File: src/rtl/picorv_irq_ctrl.sv
// Purpose : fixed-priority interrupt controller with latched/level channels, mask register and optional one-shot timer on channel 0.
// Latency : irq_req rises one cycle after a pending bit sets; irq_id is frozen while irq_req is high; one idle GAP cycle follows each acceptance.
// Backpressure: a request holds until irq_ack; irq_ack with irq_req low is ignored; new events keep accumulating in pending meanwhile.
//
// Ports:
//   clk, resetn              - single clock domain, async active-low reset
//   irq_in[NUM_IRQ]          - raw interrupt lines
//   mask_wr, mask_wdata      - mask register write (permanently masked channels stay 1)
//   timer_wr, timer_wdata    - timer load (only with PICORV_IRQ_TIMER_EN)
//   irq_req, irq_id, irq_ack - request/grant handshake towards the CPU
//   irq_pending, irq_mask    - state visibility
//   timer_q                  - current timer value (0 when timer is not built)
//
// Build option: define PICORV_IRQ_TIMER_EN to include the countdown timer that
// raises a latched event on channel 0 when it reaches zero.

module picorv_irq_ctrl #(
    parameter int          NUM_IRQ     = 32,
    parameter logic [31:0] MASKED_IRQ  = 32'h0000_0000,
    parameter logic [31:0] LATCHED_IRQ = 32'hffff_ffff,
    parameter int          TIMER_W     = 32
) (
    input  logic               clk,
    input  logic               resetn,
    input  logic [NUM_IRQ-1:0] irq_in,
    input  logic               mask_wr,
    input  logic [NUM_IRQ-1:0] mask_wdata,
    input  logic               timer_wr,
    input  logic [TIMER_W-1:0] timer_wdata,
    output logic               irq_req,
    output logic [4:0]         irq_id,
    input  logic               irq_ack,
    output logic [NUM_IRQ-1:0] irq_pending,
    output logic [NUM_IRQ-1:0] irq_mask,
    output logic [TIMER_W-1:0] timer_q
);

    localparam logic [NUM_IRQ-1:0] P_MASKED  = MASKED_IRQ[NUM_IRQ-1:0];
    localparam logic [NUM_IRQ-1:0] P_LATCHED = LATCHED_IRQ[NUM_IRQ-1:0];

    typedef enum logic [1:0] {
        S_IDLE = 2'd0,
        S_REQ  = 2'd1,
        S_GAP  = 2'd2
    } state_t;

    state_t             r_state;
    state_t             w_state_nxt;
    logic [4:0]         r_id;
    logic [4:0]         w_id_nxt;
    logic [4:0]         w_win;
    logic [NUM_IRQ-1:0] r_pend;
    logic [NUM_IRQ-1:0] w_pend_nxt;
    logic [NUM_IRQ-1:0] r_mask;
    logic [NUM_IRQ-1:0] w_active;
    logic [NUM_IRQ-1:0] w_clr;
    logic               w_accept;
    logic               w_tpend;

    // Acceptance only counts while a request is actually being presented.
    assign w_accept = irq_ack && (r_state == S_REQ);

    always_comb begin
        w_clr = '0;
        for (int i = 0; i < NUM_IRQ; i++) begin
            w_clr[i] = w_accept && (r_id == i[4:0]);
        end
    end

    // A new sample on a latched line wins over a same-edge acceptance clear.
    always_comb begin
        w_pend_nxt = '0;
        for (int i = 0; i < NUM_IRQ; i++) begin
            if (P_MASKED[i]) begin
                w_pend_nxt[i] = 1'b0;
            end else if (P_LATCHED[i]) begin
                w_pend_nxt[i] = irq_in[i] | (r_pend[i] & ~w_clr[i]);
            end else begin
                w_pend_nxt[i] = irq_in[i];
            end
        end
    end

    always_ff @(posedge clk or negedge resetn) begin
        if (!resetn) begin
            r_pend <= '0;
            r_mask <= '1;
        end else begin
            r_pend <= w_pend_nxt;
            if (mask_wr) begin
                r_mask <= mask_wdata | P_MASKED;
            end
        end
    end

`ifdef PICORV_IRQ_TIMER_EN
    logic [TIMER_W-1:0] r_timer;
    logic               r_tpend;
    logic               w_tevt;

    // Expiry is the 1->0 step; a load on that same edge suppresses it.
    assign w_tevt = !timer_wr && (r_timer == TIMER_W'(1)) && !P_MASKED[0];

    always_ff @(posedge clk or negedge resetn) begin
        if (!resetn) begin
            r_timer <= '0;
            r_tpend <= 1'b0;
        end else begin
            if (timer_wr) begin
                r_timer <= timer_wdata;
            end else if (r_timer != '0) begin
                r_timer <= r_timer - TIMER_W'(1);
            end
            // Timer event is always sticky, even when channel 0 is level.
            r_tpend <= w_tevt | (r_tpend & ~w_clr[0]);
        end
    end

    assign timer_q = r_timer;
    assign w_tpend = r_tpend;
`else
    logic w_unused_timer;
    assign w_unused_timer = ^{timer_wr, timer_wdata};
    assign timer_q        = '0;
    assign w_tpend        = 1'b0;
`endif

    always_comb begin
        irq_pending    = r_pend;
        irq_pending[0] = r_pend[0] | w_tpend;
    end

    assign irq_mask = r_mask;
    assign w_active = irq_pending & ~r_mask;

    // Lowest active index wins; scan downward so the last hit is the lowest.
    always_comb begin
        w_win = '0;
        for (int i = NUM_IRQ - 1; i >= 0; i--) begin
            if (w_active[i]) begin
                w_win = i[4:0];
            end
        end
    end

    always_ff @(posedge clk or negedge resetn) begin
        if (!resetn) begin
            r_state <= S_IDLE;
            r_id    <= '0;
        end else begin
            r_state <= w_state_nxt;
            r_id    <= w_id_nxt;
        end
    end

    // The id is captured on IDLE->REQ and not touched again until the GAP.
    always_comb begin
        w_state_nxt = r_state;
        w_id_nxt    = r_id;
        irq_req     = 1'b0;
        irq_id      = '0;
        case (r_state)
            S_IDLE: begin
                if (|w_active) begin
                    w_state_nxt = S_REQ;
                    w_id_nxt    = w_win;
                end
            end
            S_REQ: begin
                irq_req = 1'b1;
                irq_id  = r_id;
                if (irq_ack) begin
                    w_state_nxt = S_GAP;
                end
            end
            S_GAP: begin
                w_state_nxt = S_IDLE;
            end
            default: begin
                w_state_nxt = S_IDLE;
            end
        endcase
    end

endmodule

File: config.mk
export PLATFORM = sky130hd
export DESIGN_NAME = picorv_irq_ctrl
export DESIGN_NICKNAME = d
export VERILOG_FILES = /design/src/rtl/picorv_irq_ctrl.sv
export SDC_FILE = /design/constraint.sdc
export NUM_CORES = 1
export LEC_CHECK = 0
export CAP_MARGIN = 30
export CORE_MARGIN = 1
export CORE_UTILIZATION = 42
export DETAILED_ROUTE_END_ITERATION = 16
export PLACE_DENSITY_LB_ADDON = 0.2
export SYNTH_ARGS = -nofsm -noshare
export SYNTH_HDL_FRONTEND = slang
export SYNTH_SLANG_ARGS = --single-unit
File: constraint.sdc
create_clock -name clk -period 6.9 [get_ports clk]
set_input_delay 1.38 -clock clk [delete_from_list [all_inputs] [get_ports clk]]
set_output_delay 1.38 -clock clk [all_outputs]
set_load 0.02 [all_outputs]
Yosys cells after proc, flatten, opt, wreduce, memory -nomap -nowiden
Index checks and enable logic that the tools add are counted.
- register bits: 71
- latch bits: 0
- output and inout port bits: 102
- memories kept: 0
- ROM bits: 0
- memory bits (writable): 0
- muxes and demuxes: 37
- $lt $le $gt $ge: 0
- bitwise logic cells: 98
- $add $sub $neg: 0
- reductions and logical operators: 38
- $mul: 0
- equal/unequal tests: 34
- div/mod/pow operators: 0
- shifts and indexed selects: 0
- operator list (cell ; number):
    5-bit 2-to-1 mux ; 33
    5-bit equality test (second input constant) ; 16
    5-bit by 4-bit equality test with 1-bit output (second input constant) ; 8
    1-bit logical AND ; 33
    1-bit bitwise AND ; 32
    32-bit bitwise AND ; 1
    1-bit NOT ; 32
    32-bit NOT ; 1
    1-bit OR ; 32
    32-bit OR reduction ; 1
    5-bit by 3-bit equality test with 1-bit output (second input constant) ; 4
    5-bit by 2-bit equality test with 1-bit output (second input constant) ; 2
    5-bit by 1-bit equality test with 1-bit output (second input constant) ; 1
    5-bit logical NOT ; 1
    2-bit 2-to-1 mux ; 2
    2-bit inequality test (second input constant) ; 2
    2-bit case mux with 2 select lines ; 1
    2-bit AND reduction ; 2
    2-bit by 1-bit equality test with 1-bit output (second input constant) ; 1
    2-bit logical NOT ; 1
    1-bit 2-to-1 mux ; 1

Depth between registers and ports, before layout
- word-level depth: 34
- mapped depth: 6
- gate-level depth less buffers: 6

Worst setup path before layout
Ideal clock, no wire load.
- kind: reg-to-output
- start point: register r_state[1]
- end point: output port irq_id[0]
- buffers on the path: 0
- required time: 5.520 ns
- slack: 4.373 ns
- arrival time: 1.147 ns
- stages on the path, launching flop included: 3
- path through: dfrtp_1 > nor2b_1 > and2_1
- cells in the longest elaborated chain, start to end: 2
- ends and longest elaborated chain (item ; line ; source):
    from (decl) ; 47 ; state_t r_state;
    from (signal assigned) ; 151 ; r_state <= w_state_nxt;
    2-bit by 1-bit equality test with 1-bit output ; 162 ; case (r_state)
    5-bit 2-to-1 mux ; 162 ;
    to (decl) ; 31 ; output logic [4:0] irq_id,
No other way between the ends.

Final worst setup path
- start point: register r_state[1]
- end point: output port irq_id[4]
Same word-level chain as after synthesis.

==> flow_summary_export.csv <==
group,metric,value,unit
outcome,status,"complete, no violations",
global_routing,grt_pass1_wl,14.5,mm
die,coreArea,8340,µm²
finish,n_fill_cell,721,
finish,syn_to_final_growth,42.2,%
run,drv_cap,0,
routing,wl_per_cell,15.4,µm
sta,slew_violations,0,
routing,drt_iter0_markers,155,
sta,period_needed,3.19,ns
routing,vias_per_cell,5.02,
global_routing,grt_max_degree,72,
routing,num_vias,2992,
logic_synthesis,synth_cell_type_count,40,
worst_setup_path,crit_arrival,1.81,ns
routing,drc_errors,0,
finish,multi_input_area,1680,µm²
logic_synthesis,synth_warnings,0,
clock_network,clockBufferDepth,2,
worst_setup_path,crit_required,5.52,ns
die,io_pins,203,
logic_synthesis,synth_edf_count,0,
logic_synthesis,synth_async_sr_flop_share,100,%
logic_synthesis,synth_ff_type,"dfrtp_1",
routing,ant_nets,0,
place,post-dp-hpwl,7.04,mm
global_routing,grt_overflow,0,
logic_synthesis,yosys_register_bits,71,
clock_network,numClockSinks,71,
logic_synthesis,ys_seq_area_share,49.7,%
hold_path,hold_class,"reg -> reg",
place,io_buffers,137,
finish,final_cells,596,
power_and_ir_drop,power_density,235,nW/µm²
finish,diodes,0,
global_routing,grt_antenna_before_repair,0,
clock_network,post_cts_buffers,0,
logic_synthesis,netlist_instances,346,
worst_setup_path,end_kind,"output pin",
clock_network,cts_made_buffers,9,
power_and_ir_drop,peakVddDrop,0.122,mV
die,start_util,43.9,%
clock_network,htree_levels,3,
global_routing,grt_usage,21.4,%
clock_network,cts_resized,0,
sta,fin_crit_sh,46.3,%
global_routing,grt_pass1_vias,2927,
sta,rsz0062_at_grt,"no",
power_and_ir_drop,cellLeakagePower,1.95,nW
worst_setup_path,worst-r2r-setup-slack,4.59,ns
clock_network,cts_tree,"done",
die,dieArea,9090,µm²
logic_synthesis,synth_area,3660,µm²
sta,worst_pin_slew,0.888,ns
place,dpl.cell_count,580,
sta,fin_skew,0.00631,ns
logic_synthesis,synth_area_per_cell,10.6,µm²
place,gp_congestion,0.814,
sta,fin_tns_setup,0,ns
die,die_w,95.3,µm
worst_setup_path,critical_path_class,"reg -> out",
routing,finalWirelength,9.21,mm
clock_network,cts.clk_slew.worst_paths,0.07,ns
finish,drive_gt1_share,17.5,%
routing,drt-pass1-iter-count,4,
clock_network,insertion_delay,0.34,ns
die,std_cell_rows,33,
worst_setup_path,worstPathMaxFanout,8,
clock_network,clockRootBuffer,"clkbuf_8",
finish,regArea,1820,µm²
sta,setup_violations,0,
finish,final_cell_mix,"clkdlybuf4s50_1 (136), dfrtp_1 (39), nor2b_1 (33), a21o_1 (33), nand2_1 (33)",
clock_network,ctsHoldBuffers,0,
finish,layout_commonest_cell,"clkdlybuf4s50_1",
sta,max-slew-margin-rel,40.8,%
sta,hold_viol,0,
sta,fmax,0.313,GHz
worst_setup_path,cp-start-kind,"flop",
die,die_h,95.3,µm
finish,nets,587,
cells by family after synthesis:
logic type             count (synthesis)  share of synthesized area (%)
other                                  1                          0.103
AND/OR/NAND/NOR                      138                           20.5
flip-flops                            71                           49.7
multiplexers                          32                           9.85
buffers and inverters                 41                           7.49
AO/OA/AOI/OAI                         63                           12.4
layout make-up:
type / instances / area share, %
clock buffers: 12 / 2.79
clock inverters: 4 / 0.866
inverters: 1 / 0.0722
multi-input cells: 265 / 32.4
flip-flops and latches: 71 / 34.9
well taps: 105 / 2.53
repair buffers: 138 / 26.5
power breakdown:
part / switching [W] / internal [W] / total [W]
clock network: 0.000151 / 0.000175 / 0.000326
registers: 0.0000545 / 0.000472 / 0.000527
logic: 0.000197 / 0.000170 / 0.000367
total: 0.000402 / 0.000818 / 0.00122
critical path, cell delays in order, from the launching register on:
cell	delay, ns
dfrtp_1	0.38
nor2b_1	0.31
and2_1	0.18
clkdlybuf4s50_1	0.60
registers in the layout, indices dropped and copies added (netlist names):
name         flops
r_state          2
r_id             5
irq_pending     32
irq_mask        32
synthesized netlist by cell type, types with 2 or more instances:
cell type  count  share of area (%)
and3_1         2               0.34
or2_2          2               0.34
a21oi_1        7               0.96
or4_4          2               0.62
or3_1          3               0.51
nand3_1        8                1.1
o211ai_1       2               0.41
o21ai_0        5               0.68
a21o_1        33                6.8
nand2_1       33                3.4
nand4_1        2               0.34
buf_1          3               0.31
or4_1          2               0.41
nor2_1        17                1.7
o21ai_1        2               0.27
clkbuf_1       5               0.51
dfrtp_1       39                 27
nor2b_1       33                5.6
buf_4         32                6.6
and2_1         6                1.0
nor4_1         4               0.68
o221ai_1       2               0.48
nor3_1         4               0.55
mux2_2        32                9.8
a311oi_1       2               0.48
dfstp_2       32                 23
nand2b_1      17                2.9
a211oi_1       2               0.41
nor4b_1        2               0.48
metal layers:
| layer | track usage, % | wire [µm] |
|---|---|---|
| met1 | 28.4 | 4130 |
| met2 | 33.6 | 4340 |
| met3 | 5.82 | 649 |
| met4 | 7.32 | 80 |
| met5 | 0 | 0 |
final timing paths:
kind / start / end / cells after the start
setup / recovery: r_state[1]$_DFFE_PN0P_ / irq_id[4] / 3
hold / removal: irq_pending[16]$_DFF_PN0_ / irq_pending[16]$_DFF_PN0_ / 1
setup reg to reg: irq_mask[25]$_DFFE_PN1P_ / r_id[0]$_DFFE_PN0P_ / 6
hold reg to reg: irq_pending[16]$_DFF_PN0_ / irq_pending[16]$_DFF_PN0_ / 1
max in group asynchronous: resetn / irq_pending[30]$_DFF_PN0_ / 1
min in group asynchronous: resetn / irq_pending[20]$_DFF_PN0_ / 1
through the flow:
stage	setup WS (ns)	hold WS (ns)	total power [W]	utilization, %	area [µm²]
5_1_grt	3.58	0.528	0.00129	62.4	5200
6_report	3.71	0.493	0.00122	62.4	5200
4_1_cts	3.69	0.495	0.00123	62.4	5200
3_3_place_gp	3.75	0.476	0.000895	60.1	5010
3_5_place_dp	3.74	0.480	0.000902	60.1	5010
2_1_floorplan	4.37	0.542	0.000745	-	3770
Power figures use the tool's default switching activity.
